===== src/rtl/pipe_hazard_ctrl.sv =====
// pipe_hazard_ctrl: central stall/bubble control for the five-stage Y86-64 pipeline.
// After reset it bubbles every stage for FLUSH_CYCLES clocks so that the
// unreset stage registers fill with NOPs. It then decodes load-use,
// mispredicted-branch, return and exception hazards each cycle. When a
// non-AOK status reaches writeback, it latches that status and freezes.
// Optional build macro PIPE_PERF_CNT_EN adds saturating hazard counters
// (cnt_loaduse, cnt_mispred, cnt_ret) of CNT_W bits.
module pipe_hazard_ctrl #(
  parameter int FLUSH_CYCLES = 4
`ifdef PIPE_PERF_CNT_EN
  ,
  parameter int CNT_W = 32
`endif
) (
  input  logic       clk,
  input  logic       rst,
  input  logic [3:0] D_icode,
  input  logic [3:0] d_srcA,
  input  logic [3:0] d_srcB,
  input  logic [3:0] E_icode,
  input  logic [3:0] E_dstM,
  input  logic       e_Cnd,
  input  logic [3:0] M_icode,
  input  logic [2:0] m_stat,
  input  logic [2:0] W_stat,
  output logic       F_stall,
  output logic       D_stall,
  output logic       D_bubble,
  output logic       E_bubble,
  output logic       M_bubble,
  output logic       W_stall,
  output logic       W_bubble,
  output logic       set_cc,
  output logic [2:0] cpu_stat,
  output logic       halted
`ifdef PIPE_PERF_CNT_EN
  ,
  output logic [CNT_W-1:0] cnt_loaduse,
  output logic [CNT_W-1:0] cnt_mispred,
  output logic [CNT_W-1:0] cnt_ret
`endif
);

  localparam logic [2:0] STAT_AOK = 3'd1;

  localparam logic [3:0] I_JXX    = 4'h7;
  localparam logic [3:0] I_RET    = 4'h9;
  localparam logic [3:0] I_MRMOVQ = 4'h5;
  localparam logic [3:0] I_POPQ   = 4'hB;
  localparam logic [3:0] I_OPQ    = 4'h6;
  localparam logic [3:0] R_NONE   = 4'hF;

  localparam int CW = (FLUSH_CYCLES < 1) ? 1 : $clog2(FLUSH_CYCLES + 1);

  typedef enum logic [1:0] {
    ST_FLUSH  = 2'd0,
    ST_RUN    = 2'd1,
    ST_HALTED = 2'd2
  } state_t;

  state_t        state, state_nxt;
  logic [CW-1:0] flush_cnt;

  logic loaduse, mispred, ret, mexc, wexc;

  // Hazard terms decoded straight from the current stage contents.
  always_comb begin
    loaduse = ((E_icode == I_MRMOVQ) || (E_icode == I_POPQ)) &&
              (E_dstM != R_NONE) &&
              ((E_dstM == d_srcA) || (E_dstM == d_srcB));
    mispred = (E_icode == I_JXX) && !e_Cnd;
    ret     = (D_icode == I_RET) || (E_icode == I_RET) || (M_icode == I_RET);
    mexc    = (m_stat != STAT_AOK);
    wexc    = (W_stat != STAT_AOK);
  end

  // State register; reset restarts the flush sequence at once.
  always_ff @(posedge clk or posedge rst) begin
    if (rst) state <= ST_FLUSH;
    else     state <= state_nxt;
  end

  // Next-state decode: flush ends on the cycle the counter shows 1.
  always_comb begin
    state_nxt = state;
    case (state)
      ST_FLUSH:  if (flush_cnt <= CW'(1)) state_nxt = ST_RUN;
      ST_RUN:    if (wexc) state_nxt = ST_HALTED;
      ST_HALTED: state_nxt = ST_HALTED;
      default:   state_nxt = ST_FLUSH;
    endcase
  end

  // Flush counter counts down the remaining bubble cycles.
  always_ff @(posedge clk or posedge rst) begin
    if (rst)                                      flush_cnt <= CW'(FLUSH_CYCLES);
    else if (state == ST_FLUSH && flush_cnt != '0) flush_cnt <= flush_cnt - CW'(1);
  end

  // Latch the faulting writeback status on the way into HALTED.
  always_ff @(posedge clk or posedge rst) begin
    if (rst) begin
      cpu_stat <= STAT_AOK;
      halted   <= 1'b0;
    end else if (state == ST_RUN && wexc) begin
      cpu_stat <= W_stat;
      halted   <= 1'b1;
    end
  end

  // Stage-register control per state; loaduse wins over ret for D so
  // D_stall and D_bubble are never asserted together.
  always_comb begin
    F_stall  = 1'b0;
    D_stall  = 1'b0;
    D_bubble = 1'b0;
    E_bubble = 1'b0;
    M_bubble = 1'b0;
    W_stall  = 1'b0;
    W_bubble = 1'b0;
    set_cc   = 1'b0;
    case (state)
      ST_FLUSH: begin
        F_stall  = 1'b1;
        D_bubble = 1'b1;
        E_bubble = 1'b1;
        M_bubble = 1'b1;
        W_bubble = 1'b1;
      end
      ST_RUN: begin
        F_stall  = loaduse | ret;
        D_stall  = loaduse;
        D_bubble = mispred | (ret & !loaduse);
        E_bubble = mispred | loaduse;
        M_bubble = mexc | wexc;
        W_stall  = wexc;
        set_cc   = (E_icode == I_OPQ) & !mexc & !wexc;
      end
      ST_HALTED: begin
        F_stall  = 1'b1;
        D_stall  = 1'b1;
        W_stall  = 1'b1;
        E_bubble = 1'b1;
        M_bubble = 1'b1;
      end
      default: begin
        F_stall  = 1'b1;
        D_bubble = 1'b1;
        E_bubble = 1'b1;
        M_bubble = 1'b1;
        W_bubble = 1'b1;
      end
    endcase
  end

`ifdef PIPE_PERF_CNT_EN
  function automatic logic [CNT_W-1:0] sat_inc(input logic [CNT_W-1:0] v, input logic hit);
    if (hit && v != {CNT_W{1'b1}}) sat_inc = v + CNT_W'(1);
    else                           sat_inc = v;
  endfunction

  // Hazard counters advance only while the pipeline is running.
  always_ff @(posedge clk or posedge rst) begin
    if (rst) begin
      cnt_loaduse <= '0;
      cnt_mispred <= '0;
      cnt_ret     <= '0;
    end else if (state == ST_RUN) begin
      cnt_loaduse <= sat_inc(cnt_loaduse, loaduse);
      cnt_mispred <= sat_inc(cnt_mispred, mispred);
      cnt_ret     <= sat_inc(cnt_ret, ret);
    end
  end
`endif

endmodule


===== config.mk =====
export PLATFORM = sky130hd
export DESIGN_NAME = pipe_hazard_ctrl
export DESIGN_NICKNAME = d
export VERILOG_FILES = /design/src/rtl/pipe_hazard_ctrl.sv
export SDC_FILE = /design/constraint.sdc
export NUM_CORES = 1
export LEC_CHECK = 0
export CORE_UTILIZATION = 40
export CTS_CLUSTER_DIAMETER = 100
export DETAILED_ROUTE_END_ITERATION = 8
export PLACE_DENSITY_LB_ADDON = 0.1
export SLEW_MARGIN = 30
export SYNTH_ARGS = -nofsm -noshare
export SYNTH_HDL_FRONTEND = slang
export SYNTH_SLANG_ARGS = --single-unit

===== constraint.sdc =====
create_clock -name clk -period 4.5 [get_ports clk]
set_clock_uncertainty 0.1 [all_clocks]
set_input_delay 0.675 -clock clk [delete_from_list [all_inputs] [get_ports clk]]
set_output_delay 0.675 -clock clk [all_outputs]
set_load 0.01 [all_outputs]

Word-level counts from Yosys, hierarchy flattened

Cells that the tools add are included.

Add/sub/neg operators: 1
Magnitude comparators: 1
Equal/unequal tests: 16
Mux-type cells: 11
Bitwise gates (word level): 7
Reductions and logical operators: 17

Operators by type and width:

| operator                                                        | count |
|---|---|
| equality test 4 bit (second input constant)                     | 4 |
| equality test 4 x 3 -> 1 bit (second input constant)            | 3 |
| equality test 4 bit                                             | 2 |
| inequality test 3 x 1 -> 1 bit (second input constant)          | 2 |
| one-hot mux 1 bit (2 select lines)                              | 3 |
| one-hot mux 2 bit (3 select lines)                              | 1 |
| logical AND 1 bit                                               | 5 |
| 2-to-1 mux 1 bit                                                | 5 |
| zero test 1 bit                                                 | 4 |
| logical OR 1 bit                                                | 4 |
| 2-to-1 mux 2 bit                                                | 2 |
| inequality test 2 bit (second input constant)                   | 2 |
| inequality test 4 bit (second input constant)                   | 1 |
| bitwise OR 1 bit                                                | 4 |
| bitwise AND 1 bit                                               | 3 |
| less-or-equal comparator 3 x 1 -> 1 bit (second input constant) | 1 |
| nonzero test 3 bit                                              | 1 |
| subtractor 3 x 1 -> 3 bit (second input constant)               | 1 |
| equality test 2 x 1 -> 1 bit (second input constant)            | 1 |
| equality test 2 bit (second input constant)                     | 1 |
| zero test 2 bit                                                 | 1 |
| AND reduction 2 bit                                             | 1 |
| OR reduction 2 bit                                              | 1 |

Bits in registers: 9
Bits of input ports: 33
Word-level logic and storage cells: 57

Logic depth before layout (Yosys ltp)

Depth after elaboration: 8
Depth in mapped cells: 7
Depth with buffers taken out: 6

Least setup slack after synthesis

Ideal clock, no wire load.

Kind: in2out
Start: in E_dstM[1]
End: out D_stall
Data arrival time: 1,571 ps
Data required time: 3,725 ps
Path slack: 2,154 ps
Cell stages on the path: 4
Cells stage by stage: xor2_1 > nor4_2 > nor2_1 > o41ai_2

Cells in the longest elaborated chain, start to end: 4
Elaborated cells between the ends (all ways): 7

RTL lines:

| element                                                             | RTL line | RTL |
|---|---|---|
| start: declaration                                                  | 21       | `input logic [3:0] E_dstM,` |
| inequality test 4 bit / equality test 4 bit (equally long branches) | 69, 70   |  |
| logical AND 1 bit / logical OR 1 bit (equally long branches)        | 68, 70   |  |
| logical AND 1 bit *                                                 | 69       | `(E_dstM != R_NONE) &&` |
| one-hot mux 1 bit (2 select lines) *                                | 122      | `case (state)` |
| end: declaration                                                    | 27       | `output logic D_stall,` |

Mark *: on every way between the ends. The rest lies on a longest branch, timed or not.

Final worst setup path

Ends and elaborated chain as after synthesis.

==> results.json <==
{
  "synth-edff-count": 0,
  "crit_type": "in2out",
  "holdBufCountCts": 0,
  "drt_iter0_markers": 18,
  "die_y_um": 45.5,
  "grt_max_degree": 11,
  "drv_slew": 0,
  "final-setup-viol-count": 0,
  "boundaryPins": 45,
  "rsz0062_at_grt": "no",
  "p_seq_frac": 0.243,
  "finalSetupTns_ns": 0,
  "drv_cap": 0,
  "n_antenna_cell": 0,
  "post_route_cells_drive_above_1_share": 0.0763,
  "rr_worst_depth": 6,
  "syn-num-nets": 123,
  "ir_drop_uv": 272,
  "slowest_delay_ns": 0.58,
  "ys_types": 32,
  "via_per_inst": 5.06,
  "min_path_cells": 2,
  "synthMuxAreaShare": 0.0132,
  "antenna_found_initial": 0,
  "synth_simple_gate_area_frac": 0.241,
  "fp.dieW_um": 45.5,
  "synth_most_common_cell": "inv_1",
  "grt_use_total": 0.200,
  "wl_um": 1850,
  "clkTransAtPathRegs_ns": 0.06,
  "fin_crit_ns": 3.40,
  "synth_top_cell_area_share": 0.231,
  "synth_top_family_by_area": "simple AND/OR/NAND/NOR gates",
  "critPathRequiredTime_ns": 3.72,
  "slew_headroom": 0.737,
  "drcViolationCount": 0,
  "sw_frac_of_total": 0.361,
  "crit_chain": "clkdlybuf4s50_1 -> xor2_1 -> nor4_2 -> nor2_1 -> o41ai_2 -> clkdlybuf4s50_1",
  "numCtsBuffers": 3,
  "power_density_nw_per_um2": 392,
  "max-clock-path-buffers": 2,
  "avgSynthCellArea_um2": 9.01,
  "port-buffer-count": 44,
  "ys_warn_count": 0,
  "ys_seq_area_frac": 0.301,
  "hold_viol": 0,
  "clkLatencyLatePin_ns": 0.26,
  "start_util": 0.434,
  "total_power_mw": 0.490,
  "startpoint": "E_dstM[1]",
  "htree_levels": 1,
  "clock-sinks": 9,
  "synthToLayoutAreaGrowth_pct": 65.1,
  "fillers": 141,
  "synth-xor-area-share": 0.104,
  "synth_commonest_cells": "inv_1 (10), xor2_1 (8), dfrtp_1 (7)",
  "synth_compound_area_frac": 0.185,
  "vias": 789,
  "switchingPower_mw": 0.177,
  "yosys.area.top_type": "dfrtp_1",
  "gp_congestion": 0.804,
  "final_nets": 171,
  "dp_hpwl_um": 1590,
  "cpMaxStageDelayCell": "clkdlybuf4s50_1",
  "ys_ff_latch": 9,
  "drt_pass1_iterations": 4,
  "synthCells": 84,
  "synth_fa_ha_area_frac": 0.0992,
  "crit_path_max_fanout": 3,
  "p_comb_frac": 0.630,
  "p_leak_nw": 0.536,
  "cts_setup_buffers": 0,
  "core_um2": 1750,
  "hold_path_class": "reg2reg",
  "min_from": "cpu_stat[0]",
  "globalRouteOverflowTotal": 0,
  "critPathArrivalTime_ns": 2.62,
  "cts_root_buf": "clkbuf_4",
  "wl_per_cell_um": 11.8,
  "clkPwrFrac": 0.128,
  "core.rowCount": 15,
  "r2r-start": "state[1]",
  "synth_ff_type": "dfrtp_1",
  "post-route-period-util": 0.754,
  "startpoint_type": "primary input",
  "synth_area_leaders": "dfrtp_1 (23%), ha_1 (9.9%), xor2_1 (9.3%), dfstp_2 (6.9%), inv_1 (5.0%)",
  "internal-power_mw": 0.313,
  "synth_area_um2": 757,
  "dieArea_um2": 2070,
  "timing.fmax_mhz": 295,
  "grt_pass1_vias": 745,
  "ant_nets": 0,
  "tightest_slew_ns": 0.389,
  "async_flop_share": 1.00,
  "crit_path_end_kind": "output pin",
  "grt_first_pass_wirelength_um": 2920,
  "ctsResizeCount": 0,
  "cts_tree": "done",
  "outcome": "completed",
  "crit_top_cell": "clkdlybuf4s50_1"
}
[layer usage]
metal	GRT usage	wire length (um)	share of wire
met1	0.237	777	0.42
met2	0.314	918	0.50
met3	0.0754	120	0.065
met4	0.103	29	0.016
met5	0	0	0
[stage by stage]
stage / area, um2 / util / setup slack (ns) / hold slack, ns / cells
after CTS: 1250 / 0.716 / 1.08 / 0.382 / 156
after detailed placement: 1220 / 0.701 / 1.08 / 0.368 / 152
after floorplan: 757 / - / 2.15 / 0.372 / 84
after global placement: 1220 / 0.701 / 1.13 / 0.353 / 152
after global routing: 1250 / 0.716 / 0.960 / 0.400 / 156
final: 1250 / 0.716 / 1.10 / 0.376 / 156
[state kept, by name, summed over array words and instances, names as in the netlist]
| signal | cells |
|---|---|
| state | 2 |
| cpu_stat | 3 |
| flush_cnt | 3 |
| halted | 1 |
[power by group through the flow]
stage	clock network [mW]	logic, mW	registers (mW)
6_report	0.0626	0.308	0.119
5_1_grt	0.0708	0.335	0.121
4_1_cts	0.0659	0.311	0.119
3_5_place_dp	0	0.309	0.120
3_3_place_gp	0	0.306	0.120
2_1_floorplan	0	0.150	0.126
[worst max-delay path, delay by kind of cell]
family          cells  cell delay [ns]
simple gates        2             0.43
compound gates      1             0.28
xor+xnor            1             0.19
buf+inv             2             1.04
[cell usage in the layout (no fill, tap or decap), types with 2 or more instances in the layout]
| master | synthesis | routed |
|---|---|---|
| a22o_1 | 2 | 2 |
| nand2b_1 | 3 | 3 |
| dfrtp_1 | 7 | 7 |
| inv_1 | 10 | 10 |
| o21bai_1 | 2 | 2 |
| ha_1 | 6 | 6 |
| o21ai_0 | 6 | 6 |
| dfstp_2 | 2 | 2 |
| clkbuf_4 | 0 | 3 |
| clkdlybuf4s50_1 | 0 | 44 |
| nor4bb_1 | 3 | 3 |
| xor2_1 | 8 | 8 |
| nor4_2 | 2 | 2 |
| nand2_1 | 5 | 5 |
| nor3_1 | 3 | 3 |
| nor2_1 | 5 | 5 |
| nand3_1 | 2 | 2 |
| o21a_1 | 2 | 2 |
[logic make-up after synthesis]
| group | count (synthesis) |
|---|---|
| simple gates | 29 |
| compound gates | 19 |
| buf+inv | 11 |
| fa+ha+maj | 6 |
| flops | 9 |
| xor+xnor | 9 |
| mux | 1 |
[path summary, 6_finish.rpt]
kind	endpoint	slack [ns]
worst max-delay path	D_stall	1.10
worst min-delay path	cpu_stat[0]	0.38
worst max register to register	state[0]	2.72
worst min register to register	cpu_stat[0]	0.38
max in group asynchronous	cpu_stat[0]	3.44
min in group asynchronous	cpu_stat[1]	0.57
[final cells by class]
type | instances | area [um2] | area share
multi-input cells | 64 | 487 | 0.389
repair buffers | 44 | 440 | 0.352
flip-flops and latches | 9 | 228 | 0.182
inverters | 10 | 37.5 | 0.0300
well taps | 25 | 31.3 | 0.0250
clock buffers | 4 | 26.3 | 0.0210
Power figures use the tool's default switching activity.
